--- src/rtl/lower_triangular_expand.sv ---
// Expands a packed row-major lower-triangular stream back to a full SIZE x SIZE
// matrix, inserting zeros above the diagonal. Single registered output stage.
//
// state | meaning
// PASS  | current position is on/below the diagonal; forward the next input
// ZERO  | current position is above the diagonal; emit a zero, stall input
module lower_triangular_expand #(
  parameter int SIZE       = 5,
  parameter int DATA_WIDTH = 8
) (
  input  logic                  clk,
  input  logic                  rst,
  input  logic [DATA_WIDTH-1:0] in_tdata,
  input  logic                  in_tvalid,
  output logic                  in_tready,
  output logic [DATA_WIDTH-1:0] out_tdata,
  output logic                  out_tvalid,
  input  logic                  out_tready,
  output logic                  out_tlast
);

  localparam int CW = (SIZE > 1) ? $clog2(SIZE) : 1;
  localparam logic [CW-1:0] LAST = CW'(SIZE - 1);

  typedef enum logic {
    PASS = 1'b0,
    ZERO = 1'b1
  } state_t;

  state_t                state, state_nxt;
  logic [CW-1:0]         row, row_nxt;
  logic [CW-1:0]         col, col_nxt;
  logic [DATA_WIDTH-1:0] data_nxt;
  logic                  valid_nxt;
  logic                  last_nxt;
  logic                  load_en;

  // No path from in_tvalid: ready depends only on the output register and state.
  assign load_en   = (!out_tvalid || out_tready) && !rst;
  assign in_tready = load_en && (state == PASS);

  always_comb begin
    state_nxt = state;
    row_nxt   = row;
    col_nxt   = col;
    data_nxt  = out_tdata;
    valid_nxt = out_tvalid;
    last_nxt  = out_tlast;

    if (load_en) begin
      unique case (state)
        PASS: begin
          if (in_tvalid) begin
            data_nxt  = in_tdata;
            valid_nxt = 1'b1;
            last_nxt  = (row == LAST) && (col == LAST);
            if (col < row) begin
              col_nxt = col + CW'(1);
            end else if (row == LAST) begin
              row_nxt = '0;
              col_nxt = '0;
            end else begin
              col_nxt   = row + CW'(1);
              state_nxt = ZERO;
            end
          end else begin
            valid_nxt = 1'b0;
          end
        end
        ZERO: begin
          data_nxt  = '0;
          valid_nxt = 1'b1;
          last_nxt  = 1'b0;
          if (col < LAST) begin
            col_nxt = col + CW'(1);
          end else begin
            row_nxt   = row + CW'(1);
            col_nxt   = '0;
            state_nxt = PASS;
          end
        end
        default: state_nxt = PASS;
      endcase
    end
  end

  always_ff @(posedge clk) begin
    if (rst) begin
      state      <= PASS;
      row        <= '0;
      col        <= '0;
      out_tdata  <= '0;
      out_tvalid <= 1'b0;
      out_tlast  <= 1'b0;
    end else begin
      state      <= state_nxt;
      row        <= row_nxt;
      col        <= col_nxt;
      out_tdata  <= data_nxt;
      out_tvalid <= valid_nxt;
      out_tlast  <= last_nxt;
    end
  end

endmodule

--- config.mk ---
export PLATFORM = sky130hd
export DESIGN_NAME = lower_triangular_expand
export DESIGN_NICKNAME = d
export VERILOG_FILES = /design/src/rtl/lower_triangular_expand.sv
export SDC_FILE = /design/constraint.sdc
export NUM_CORES = 1
export LEC_CHECK = 0
export ABC_AREA = 1
export BUFFER_PORTS_ARGS = -buffer_cell sky130_fd_sc_hd__clkbuf_2
export CAP_MARGIN = 40
export CORE_UTILIZATION = 54
export CTS_BUF_LIST = sky130_fd_sc_hd__clkbuf_8
export DETAILED_ROUTE_END_ITERATION = 10
export PLACE_DENSITY = 0.8
export SYNTH_ARGS = -nofsm -noshare
export SYNTH_HDL_FRONTEND = slang
export SYNTH_SLANG_ARGS = --single-unit
--- constraint.sdc ---
create_clock -name clk -period 1.9 [get_ports clk]
set_clock_uncertainty 0.15 [all_clocks]
set_input_delay 0.57 -clock clk [delete_from_list [all_inputs] [get_ports clk]]
set_output_delay 0.57 -clock clk [all_outputs]
set_load 0.01 [all_outputs]
==> metrics.md <==
| Metric | Value |
|---|---|
| Status | `finished, violations left` |
| Failing checks | `DRC` |
| First-pass GRT wire length | `3510 um` |
| CTS tree | `done` |
| Total CTS buffers | `3` |
| Clk slew on worst S/H paths | `about 0.07 ns` |
| Drt wl/cell | `11.7 um` |
| Number of antenna cells inserted | `0` |
| Most common cell in the netlist | `nand2_1` |
| Post-synth net total | `148` |
| DRC | `5` |
| Final setup vio count | `0` |
| Routability cong. | `0.942` |
| Period utilization | `roughly 95%` |
| Area growth from synthesis to layout | `22.0%` |
| DR vias | `931` |
| DRT antenna net count | `0` |
| CTS sink cnt | `17` |
| Worst hold path class | `reg2reg` |
| Netlist cell types | `22` |
| Endpoints failing hold | `0` |
| Non-filler cells in the finished layout | `174` |
| Mean Syn Cell Area | `about 7.4 um^2` |
| Leakage | `0.570 nW` |
| CP endpoint kind | `output port` |
| Multi-input gate area | `approximately 550 um^2` |
| Clk Latency, worst-skew pair | `0.25 ns` |
| Asr flop ratio synth | `0%` |
| Maximum vdd drop | `~0.46 mV` |
| Drt total wl | `roughly 2000 um` |
| Core box area | `around 1600 um^2` |
| Gate count after technology mapping | `129` |
| Yosys top cell by area | `dfxtp_1` |
| Crit path DAT | `about 1.1 ns` |
| Yosys reg bits | `17` |
| Area of the mapped netlist | `between 900 and 1000 um^2` |
| MaxCap Viol Count | `0` |
| Vias in the first global route | `877` |
| Initial antenna violation count | `0` |
| RSZ-0062 raised after global routing | `false` |
| Vias per cell | `5.35` |
| Synth warn | `0` |
| CTS root buf | `clkbuf_8` |
| Top cells by count, synth | `34 x nand2_1, 25 x nand3_1, 17 x dfxtp_1` |
| Max-slew violations | `0` |
| PwrDens | `827 nW/um^2` |
| Share of cells above drive strength 1 | `27.8%` |
| Worst Setup Start Kind | `input pin` |
| Hold Crit Depth | `2` |
| Overall global routing resource usage | `23.6%` |
| Max FO, Critical Path | `3` |
| HPWL after DPL | `1550 um` |
| DIE WIDTH | `between 40 and 50 um` |
| Min Hold Slack | `0.317 ns` |
| Reg2Reg Depth | `7` |
| Htree depth | `1` |
| EDFF count, synth | `0` |
| Largest cells by area after synthesis | `dfxtp_1 36%, nand2_1 13%, nand3_1 13%` |
| Slew HR | `between 80 and 90%` |
| Starting Density | `60.6%` |
| Initial drt markers | `36` |
| Die Span Y | `44.0 um` |
| Port buffer count | `22` |
| Number of cells after detailed placement | `170` |
| CP required | `1.18 ns` |
| Most used DFF post-synth | `dfxtp_1` |
| Fillers | `between 100 and 150` |
| Worst slew pin tran | `about 0.26 ns` |
| Critical path class | `in2out` |
| Fin Setup TNS | `0 ns` |
| Min Tclk post-route | `1.81 ns` |
| Grt ovf | `0` |
| Clock tree buffer depth | `2` |
| 1st-pass router iterations | `8` |
| Largest net degree at the start of global routing | `16` |
| Row count | `14` |
| Seq/Total Area, Yosys | `35.6%` |
| I/O pin count | `23` |
| Layout net count | `between 150 and 200` |
| Share of the synthesized area in the top cell type | `35.6%` |
| Maximum clock rate | `552 MHz` |
| Die area | `1940 um^2` |
| Sequential cell area | `around 340 um^2` |
==> timing repair <==
action	in CTS	in global routing
resized for setup	0	3
endpoints found under the setup margin	0	5
setup buffers	0	0
hold buffers	0	0
==> placed cells by master, fill, tap and decap left out <==
master	instances
nand2_8	1
nand2_2	2
nand3_4	1
inv_2	1
inv_6	1
or2_2	1
o31ai_2	1
a31oi_1	1
nor2_4	2
clkinv_2	1
o21ai_0	3
buf_4	6
dfxtp_1	17
a21boi_0	1
a21oi_1	11
inv_1	12
a21oi_2	1
nand2_1	33
nor3_1	1
nand3_1	24
ha_1	7
nand3_2	1
clkbuf_2	22
nor2_1	4
clkbuf_8	3
==> cell families (layout without fill, tap and decap cells) <==
logic type / Yosys count / after routing / share of synthesized area (%)
flops: 17 / 17 / 35.6
fa+ha+maj: 7 / 7 / 9.17
simple gates: 70 / 70 / 36.2
compound gates: 18 / 18 / 10.6
buf+inv: 17 / 46 / 8.39
==> sequential cells by signal, summed over array words and instances, names as in the netlist <==
name and cells:
col 3, row 3, out_tvalid 1, out_tlast 1, out_tdata 8, state 1
==> routing by layer <==
| metal | global-route usage (%) | wire, um |
|---|---|---|
| met4 | 7.88 | 13 |
| met1 | 28.6 | 869 |
| met5 | 0 | 0 |
| met2 | 42.1 | 1050 |
| met3 | 4.08 | 94 |
==> per-stage QoR <==
step	setup WS, ns	util [%]	area [um^2]	total power [W]
after floorplan	0.166	-	955	0.000608
after global placement	0.106	70.2	1110	0.000680
after detailed placement	0.0819	70.2	1110	0.000692
after CTS	0.0805	73.2	1150	0.000960
after global routing	0.00183	73.9	1160	0.00104
final	0.0877	73.9	1160	0.000963
==> path summary, 6_finish.rpt <==
kind / startpoint / to / slack [ns]
hold / removal: out_tdata[0] / out_tdata[0] / 0.32
setup / recovery: out_tready / in_tready / 0.09
setup reg to reg: row[2] / col[1] / 0.14
hold reg to reg: out_tdata[0] / out_tdata[0] / 0.32
==> area by class of cell <==
class	instances	share of cell area, %
clock buffer	3	3.54
clock inverter	1	0.430
inverter	14	4.94
multi-input combinational	95	46.8
sequential	17	29.2
tap	16	1.72
timing repair buffer	28	13.3
==> where the power goes <==
part	internal (W)	leakage (nW)	switching [W]
combinational	0.000113	0.405	0.000177
clock	0.000145	0.0255	0.000122
sequential	0.000384	0.139	0.0000225
==> critical path: stages <==
cell and delay, ns:
clkbuf_2 0.08, inv_1 0.03, nand2_1 0.06, nand2_1 0.11, nor2_4 0.10, clkbuf_2 0.13
Note: power is estimated with default switching activity, not from simulation.
